**config.mk**
```make
export PLATFORM = sky130hd
export DESIGN_NAME = cipher_byte_serializer_flat
export DESIGN_NICKNAME = d
export VERILOG_FILES = /design/src/rtl/cipher_byte_serializer_pkg.sv /design/src/rtl/cipher_byte_serializer_if.sv /design/src/rtl/cipher_byte_serializer_block_fifo.sv /design/src/rtl/cipher_byte_serializer.sv /design/src/flat_wrapper.sv
export SDC_FILE = /design/constraint.sdc
export NUM_CORES = 1
export LEC_CHECK = 0
export BUFFER_PORTS_ARGS = -buffer_cell sky130_fd_sc_hd__buf_4
export CORE_ASPECT_RATIO = 0.75
export CORE_MARGIN = 1
export CORE_UTILIZATION = 60
export DETAILED_ROUTE_END_ITERATION = 12
export PLACE_DENSITY = 0.84
export SLEW_MARGIN = 20
export SYNTH_ARGS = -nofsm -noshare
export SYNTH_HDL_FRONTEND = slang
export SYNTH_SLANG_ARGS = --single-unit
```
**constraint.sdc**
```tcl
create_clock -name clk -period 11 [get_ports clk]
set_input_delay 0 -clock clk [delete_from_list [all_inputs] [get_ports clk]]
set_output_delay 0 -clock clk [all_outputs]
set_load 0.05 [all_outputs]
```
**src/rtl/cipher_byte_serializer_pkg.sv**
```systemverilog
// Shared definitions for the ciphertext block-to-byte serializer.
`timescale 1ns/1ps
package cipher_byte_serializer_pkg;

  localparam int DEF_DATA_WIDTH = 256;
  localparam int DEF_BYTE_WIDTH = 8;
  localparam int DEF_FIFO_DEPTH = 4;
  localparam int DEF_NBYTES     = DEF_DATA_WIDTH / DEF_BYTE_WIDTH;

  typedef enum logic {
    IDLE = 1'b0,
    SEND = 1'b1
  } state_t;

endpackage

```
**src/rtl/cipher_byte_serializer_if.sv**
```systemverilog
// Block input and byte-stream output of the serializer.
`timescale 1ns/1ps
interface cipher_byte_serializer_if
  import cipher_byte_serializer_pkg::*;
#(
  parameter int DATA_WIDTH = DEF_DATA_WIDTH,
  parameter int BYTE_WIDTH = DEF_BYTE_WIDTH
);

  logic                  in_valid;
  logic [DATA_WIDTH-1:0] in_data;
  logic                  out_tvalid;
  logic                  out_tready;
  logic [BYTE_WIDTH-1:0] out_tdata;
  logic                  out_tlast;

  modport master (
    output in_valid, in_data, out_tready,
    input  out_tvalid, out_tdata, out_tlast
  );

  modport slave (
    input  in_valid, in_data, out_tready,
    output out_tvalid, out_tdata, out_tlast
  );

endinterface

```
**src/rtl/cipher_byte_serializer_block_fifo.sv**
```systemverilog
// Synchronous block FIFO; a push while full is accepted only when a pop frees the slot.
`timescale 1ns/1ps
module block_fifo #(
  parameter int WIDTH = 256,
  parameter int DEPTH = 4
) (
  input  logic                         clk,
  input  logic                         reset_n,
  input  logic                         push,
  input  logic [WIDTH-1:0]             push_data,
  input  logic                         pop,
  output logic                         full,
  output logic                         empty,
  output logic [$clog2(DEPTH+1)-1:0]   level,
  output logic [WIDTH-1:0]             head
);

  localparam int AW = $clog2(DEPTH);
  localparam int LW = $clog2(DEPTH + 1);

  logic [WIDTH-1:0] mem [DEPTH];
  logic [AW-1:0]    rd_ptr;
  logic [AW-1:0]    wr_ptr;
  logic             do_pop;
  logic             do_push;

  assign empty   = (level == '0);
  assign full    = (level == LW'(DEPTH));
  assign do_pop  = pop && !empty;
  assign do_push = push && (!full || do_pop);
  assign head    = mem[rd_ptr];

  always_ff @(posedge clk or negedge reset_n) begin
    if (!reset_n) begin
      rd_ptr <= '0;
      wr_ptr <= '0;
      level  <= '0;
    end else begin
      if (do_pop)  rd_ptr <= rd_ptr + AW'(1);
      if (do_push) wr_ptr <= wr_ptr + AW'(1);
      if (do_push && !do_pop)      level <= level + LW'(1);
      else if (do_pop && !do_push) level <= level - LW'(1);
    end
  end

  // Storage needs no reset: the pointers and level define what is valid.
  always_ff @(posedge clk) begin
    if (do_push) mem[wr_ptr] <= push_data;
  end

endmodule

```
**src/rtl/cipher_byte_serializer.sv**
```systemverilog
// Buffers ciphertext blocks and streams each one out MSB byte first.
`timescale 1ns/1ps
module cipher_byte_serializer
  import cipher_byte_serializer_pkg::*;
#(
  parameter int DATA_WIDTH = DEF_DATA_WIDTH,
  parameter int BYTE_WIDTH = DEF_BYTE_WIDTH,
  parameter int FIFO_DEPTH = DEF_FIFO_DEPTH
) (
  input  logic                              clk,
  input  logic                              reset_n,
  cipher_byte_serializer_if.slave           bus,
  output logic [$clog2(FIFO_DEPTH+1)-1:0]   fifo_level,
  output logic                              overflow
);

  localparam int NBYTES = DATA_WIDTH / BYTE_WIDTH;
  localparam int IDX_W  = (NBYTES > 1) ? $clog2(NBYTES) : 1;
  localparam logic [IDX_W-1:0] LAST_IDX = IDX_W'(NBYTES - 1);

  state_t                state;
  state_t                state_next;
  logic [DATA_WIDTH-1:0] shift_q;
  logic [IDX_W-1:0]      idx;
  logic                  fifo_full;
  logic                  fifo_empty;
  logic [DATA_WIDTH-1:0] fifo_head;
  logic                  pop;
  logic                  advance;
  logic                  handshake;

  block_fifo #(
    .WIDTH (DATA_WIDTH),
    .DEPTH (FIFO_DEPTH)
  ) u_fifo (
    .clk       (clk),
    .reset_n   (reset_n),
    .push      (bus.in_valid),
    .push_data (bus.in_data),
    .pop       (pop),
    .full      (fifo_full),
    .empty     (fifo_empty),
    .level     (fifo_level),
    .head      (fifo_head)
  );

  assign handshake = (state == SEND) && bus.out_tready;

  // Empty is registered, so a block written while idle is popped one edge later.
  always_comb begin
    state_next = state;
    pop        = 1'b0;
    advance    = 1'b0;
    case (state)
      IDLE: begin
        if (!fifo_empty) begin
          pop        = 1'b1;
          state_next = SEND;
        end
      end
      SEND: begin
        if (handshake) begin
          if (idx != LAST_IDX) begin
            advance = 1'b1;
          end else if (!fifo_empty) begin
            pop = 1'b1;
          end else begin
            state_next = IDLE;
          end
        end
      end
      default: state_next = IDLE;
    endcase
  end

  always_ff @(posedge clk or negedge reset_n) begin
    if (!reset_n) begin
      state    <= IDLE;
      shift_q  <= '0;
      idx      <= '0;
      overflow <= 1'b0;
    end else begin
      state <= state_next;
      if (pop) begin
        shift_q <= fifo_head;
        idx     <= '0;
      end else if (advance) begin
        shift_q <= {shift_q[DATA_WIDTH-BYTE_WIDTH-1:0], {BYTE_WIDTH{1'b0}}};
        idx     <= idx + IDX_W'(1);
      end
      if (bus.in_valid && fifo_full && !pop) overflow <= 1'b1;
    end
  end

  assign bus.out_tvalid = (state == SEND);
  assign bus.out_tdata  = (state == SEND) ? shift_q[DATA_WIDTH-1 -: BYTE_WIDTH] : '0;
  assign bus.out_tlast  = (state == SEND) && (idx == LAST_IDX);

endmodule

```
**src/flat_wrapper.sv**
```systemverilog
// flat-port wrapper written by rule: the top's interface ports become plain ports
module cipher_byte_serializer_flat import cipher_byte_serializer_pkg::*;
#(
  parameter int DATA_WIDTH = DEF_DATA_WIDTH,
  parameter int BYTE_WIDTH = DEF_BYTE_WIDTH,
  parameter int FIFO_DEPTH = DEF_FIFO_DEPTH
)
  (clk, reset_n, fifo_level, overflow, bus_in_valid, bus_in_data, bus_out_tready, bus_out_tvalid, bus_out_tdata, bus_out_tlast);
  cipher_byte_serializer_if #(.DATA_WIDTH(DATA_WIDTH), .BYTE_WIDTH(BYTE_WIDTH)) bus_i ();
  input  logic clk;
  input  logic reset_n;
  output logic [$clog2(FIFO_DEPTH+1)-1:0] fifo_level;
  output logic overflow;
  input wire logic [$bits(bus_i.in_valid)-1:0] bus_in_valid;
  input wire logic [$bits(bus_i.in_data)-1:0] bus_in_data;
  input wire logic [$bits(bus_i.out_tready)-1:0] bus_out_tready;
  output wire logic [$bits(bus_i.out_tvalid)-1:0] bus_out_tvalid;
  output wire logic [$bits(bus_i.out_tdata)-1:0] bus_out_tdata;
  output wire logic [$bits(bus_i.out_tlast)-1:0] bus_out_tlast;
  assign bus_i.in_valid = bus_in_valid;
  assign bus_i.in_data = bus_in_data;
  assign bus_i.out_tready = bus_out_tready;
  assign bus_out_tvalid = bus_i.out_tvalid;
  assign bus_out_tdata = bus_i.out_tdata;
  assign bus_out_tlast = bus_i.out_tlast;
  cipher_byte_serializer #(.DATA_WIDTH(DATA_WIDTH), .BYTE_WIDTH(BYTE_WIDTH), .FIFO_DEPTH(FIFO_DEPTH)) u_core (.clk(clk), .reset_n(reset_n), .bus(bus_i), .fifo_level(fifo_level), .overflow(overflow));
endmodule
```
==> tab_implementation.tex <==
\begin{tabular}{lr}
\hline
Metric & Value \\
\hline
\multicolumn{2}{l}{\textbf{Final layout}} \\
Fillers & 4,468 \\
Layout cells sized above 1 & 25.32\% \\
Area growth, synth to finish & 18.84\% \\
Final nets & 3,077 \\
\multicolumn{2}{l}{\textbf{Yosys}} \\
Synth warnings & 0 \\
Number of different library cells in the post-synthesis netlist & 31 \\
Portion of the post-synthesis area used by sequential elements & 76.92\% \\
Post-Synthesis Net Count & 2,575 \\
Gate count after technology mapping & 2,307 \\
Synthesized area per cell & 21.14 µm² \\
Flip-flop and latch count after synthesis & 1,294 \\
Combined area of all synthesized cells & 48,760 µm² \\
\multicolumn{2}{l}{\textbf{Worst setup path}} \\
Cell at the slowest stage of the critical path & sky130\_fd\_sc\_hd\_\_buf\_4 \\
R2r setup slk & 6140 ps \\
Setup Crit Path Kind & flop to flop \\
Largest fanout on the critical path & 153 \\
Critical path capture point type & flop \\
CP required & 11,300 ps \\
Worst-path cell chain & ha\_1 -> and3\_1 -> ha\_1 -> a21bo\_4 -> o41a\_1 -> and2\_4 -> buf\_12 -> buf\_4 \\
CP arrival & 5150 ps \\
Top cell by count, worst path & sky130\_fd\_sc\_hd\_\_ha\_1 \\
Reg-to-Reg End & u\_core.u\_fifo.mem[1][202]\$\_DFFE\_PP\_ \\
Number of cells traversed by the worst register-to-register path & 8 \\
Critical Path Source Type & flop \\
Worst reg2reg startpoint & u\_core.idx[0]\$\_DFFE\_PN0P\_ \\
Crit-path max cell delay & 900 ps \\
\multicolumn{2}{l}{\textbf{Placement}} \\
HPWL after DPL & 58,960 µm \\
Routability-driven placement congestion ratio & 0.7942 \\
Number of buffers added on ports & 273 \\
\multicolumn{2}{l}{\textbf{Global route}} \\
Total global routing track utilization & 28.52\% \\
Pin count of the biggest net entering global routing & 156 \\
Number of global-route vias before repair & 27.33k \\
First-pass GRT wire length & 174,300 µm \\
Leftover overflow at the end of global routing & 0 \\
Antenna violations before repair & 17 \\
\multicolumn{2}{l}{\textbf{Timing}} \\
Post-route setup TNS & 0 ps \\
Final hold viol count & 0 \\
Clock period minus worst slack & 4857 ps \\
Unrepaired setup endpoints after global routing & no \\
Worst slew margin relative to its limit & 14.86\% \\
Slew @ Worst Pin & 1277 ps \\
Max frequency & 0.2059 GHz \\
Finish-stage setup viols & 0 \\
Final worst hold slack & 51.82 ps \\
Tcrit/Tclk final & 44.15\% \\
Clock Skew & 23.14 ps \\
Max Transition Viols Final & 0 \\
\multicolumn{2}{l}{\textbf{Clocking}} \\
Number of setup buffers added after CTS & 0 \\
Clock latency on the worst-skew pair & 690 ps \\
Total CTS buffers & 114 \\
Maximum buffer depth of the clock tree & 3 \\
Post-CTS clock slew at the launch and capture registers of the worst setup and hold paths & 60 ps \\
Clk root buf & sky130\_fd\_sc\_hd\_\_clkbuf\_16 \\
Clock tree from TritonCTS & built \\
Hold-fix buffer count after cts & 261 \\
Post\_cts resized & 0 \\
H-Tree Depth & 3 \\
Clock sink count & 1,294 \\
\multicolumn{2}{l}{\textbf{Routing}} \\
Detailed Route Iter0 Violations & 3,143 \\
Total iterations of the first detailed-routing run & 5 \\
Routed vias & 26.61k \\
Avg Vias per Cell & 6.691 \\
Post-route ant nets & 0 \\
Drt drc & 0 \\
Routed wire per std cell & 29.26 µm \\
Total length of routed wires & 116,400 µm \\
\multicolumn{2}{l}{\textbf{Worst hold path}} \\
Path type of the worst min-delay path & input pin to flop \\
Cell depth of the worst hold path & 2 \\
Hold Startpoint & bus\_in\_data[38] \\
Worst-case hold path end point & u\_core.u\_fifo.mem[1][38]\$\_DFFE\_PP\_ \\
\multicolumn{2}{l}{\textbf{Outcome}} \\
Outcome & finished clean \\
\multicolumn{2}{l}{\textbf{Power and ir drop}} \\
Total Power & 0.01377 W \\
Leakage power figure & 21.72 nW \\
Worst voltage drop across the vdd grid & 0.2009 mV \\
Power Dens Cells & 237.7 nW/µm² \\
\multicolumn{2}{l}{\textbf{Floorplan}} \\
Die footprint & 82,420 µm² \\
Die X & 331.2 µm \\
Die extent in y & 248.9 µm \\
Effective utilization at floorplan & 60.64\% \\
Site row count & 90 \\
I/O pin total & 274 \\
Area of the placeable core & 80,400 µm² \\
\multicolumn{2}{l}{\textbf{Flow run}} \\
Count of maximum capacitance violations & 0 \\
\hline
\end{tabular}
==> Yosys cell counts <==
library cell	number	area share [%]
sky130_fd_sc_hd__xnor2_1	6	0.11
sky130_fd_sc_hd__inv_1	6	0.046
sky130_fd_sc_hd__nor4_1	1	0.013
sky130_fd_sc_hd__a21o_1	1	0.015
sky130_fd_sc_hd__buf_1	18	0.14
sky130_fd_sc_hd__and3_1	249	3.2
sky130_fd_sc_hd__a21oi_1	2	0.021
sky130_fd_sc_hd__o21ai_0	12	0.12
sky130_fd_sc_hd__and2_1	14	0.18
sky130_fd_sc_hd__dfrtp_1	270	14
sky130_fd_sc_hd__fa_1	1	0.041
sky130_fd_sc_hd__o41a_1	1	0.023
sky130_fd_sc_hd__nand2b_1	1	0.013
sky130_fd_sc_hd__ha_1	7	0.18
sky130_fd_sc_hd__or3_1	3	0.038
sky130_fd_sc_hd__buf_6	25	0.58
sky130_fd_sc_hd__xor2_1	1	0.018
sky130_fd_sc_hd__nand3b_1	1	0.015
sky130_fd_sc_hd__a21oi_2	1	0.018
sky130_fd_sc_hd__mux2_2	2	0.046
sky130_fd_sc_hd__buf_2	35	0.36
sky130_fd_sc_hd__nor2_1	2	0.015
sky130_fd_sc_hd__clkbuf_1	95	0.73
sky130_fd_sc_hd__buf_4	1	0.015
sky130_fd_sc_hd__a221o_1	248	5.1
sky130_fd_sc_hd__mux4_2	256	12
sky130_fd_sc_hd__and3b_1	1	0.018
sky130_fd_sc_hd__nand3_1	10	0.10
sky130_fd_sc_hd__nand2_1	12	0.092
sky130_fd_sc_hd__edfxtp_1	1024	63
sky130_fd_sc_hd__a21bo_2	1	0.021
==> flip-flops by register name (all words and copies together) (netlist names) <==
name and cells:
u_core.u_fifo.wr_ptr 2, u_core.idx 5, u_core.bus.out_tvalid 1, u_core.u_fifo.rd_ptr 2
u_core.u_fifo.level 3, u_core.shift_q 256, u_core.u_fifo.mem 1024, u_core.overflow 1
==> layout make-up <==
class	count	area (µm²)	area share [%]
Sequential cell	1294	37510	64.74
Multi-Input combinational cell	833	10380	17.91
Timing Repair Buffer	560	4966	8.570
Clock buffer	174	3354	5.789
Tap cell	1058	1324	2.285
Clock inverter	44	369.1	0.6370
Inverter	6	22.52	0.03887
Antenna cell	8	20.02	0.03455
==> worst max-delay path: cells and delay by family (launching register included) <==
family | cells | cell delay [ps]
AO/OA/AOI/OAI | 2 | 840
adder cells (fa/ha/maj) | 2 | 420
buffers and inverters | 2 | 1520
flip-flops | 1 | 400
AND/OR/NAND/NOR | 2 | 820
==> metrics by stage <==
step	worst slack [ps]	utilization [%]	std cells	cell area, µm²
2_1_floorplan	3120	-	2307	48760
3_3_place_gp	6322	64.15	3490	51570
3_5_place_dp	6246	64.15	3490	51570
4_1_cts	6203	72.04	3969	57920
5_1_grt	5922	72.06	3975	57940
6_report	6143	72.07	3977	57940
==> layer usage <==
layer  up-vias  global-route usage [%]  wire length, µm
met5         -                       0              109
met4        18                   8.624             3412
met3       252                   5.733            10270
met2      1685                   44.69            57650
met1     13908                   41.27            44940
li1      10747                       -                -
==> cell families (layout without fill, tap and decap cells) <==
logic type      after synthesis  in the layout  share of synthesized area (%)
mux                         258            258                          11.87
other cells                   0              8                              0
compound gates              266            266                          5.312
buf+inv                     180            784                          1.868
xor+xnor                      7              7                         0.1257
flops                      1294           1294                          76.92
simple gates                294            294                          3.682
fa+ha+maj                     8              8                         0.2207
==> report_power, final <==
group	switching, W	total (W)	leakage, nW	internal [W]
registers	0.000500	0.00690	13.1	0.00640
clock network	0.00176	0.00396	1.82	0.00220
logic	0.00155	0.00291	6.83	0.00136
==> worst max-delay path by stage <==
stage | slack, ps | end | startpoint | depth (start not counted)
after floorplan | 3120 | u_core.u_fifo.mem[0][0]$_DFFE_PP_ | u_core.idx[0]$_DFFE_PN0P_ | 7
after global placement | 6320 | u_core.u_fifo.mem[3][102]$_DFFE_PP_ | u_core.idx[0]$_DFFE_PN0P_ | 8
after detailed placement | 6250 | u_core.u_fifo.mem[3][5]$_DFFE_PP_ | u_core.idx[0]$_DFFE_PN0P_ | 8
after CTS | 6200 | u_core.u_fifo.mem[3][86]$_DFFE_PP_ | u_core.idx[0]$_DFFE_PN0P_ | 8
after global routing | 5920 | u_core.u_fifo.mem[1][202]$_DFFE_PP_ | u_core.idx[0]$_DFFE_PN0P_ | 8
final | 6140 | u_core.u_fifo.mem[1][202]$_DFFE_PP_ | u_core.idx[0]$_DFFE_PN0P_ | 8
==> cells in the final DEF (no fill, tap or decap), drive strengths merged, types with 12 or more instances in the layout <==
| cell type | Yosys | layout |
|---|---|---|
| dlygate4sd3 | 0 | 260 |
| clkinv | 0 | 36 |
| edfxtp | 1024 | 1024 |
| buf | 79 | 300 |
| mux4 | 256 | 256 |
| a221o | 248 | 248 |
| nand2 | 12 | 12 |
| clkbuf | 95 | 174 |
| and2 | 14 | 14 |
| dfrtp | 270 | 270 |
| o21ai | 12 | 12 |
| and3 | 249 | 249 |
Power figures use the tool's default switching activity.
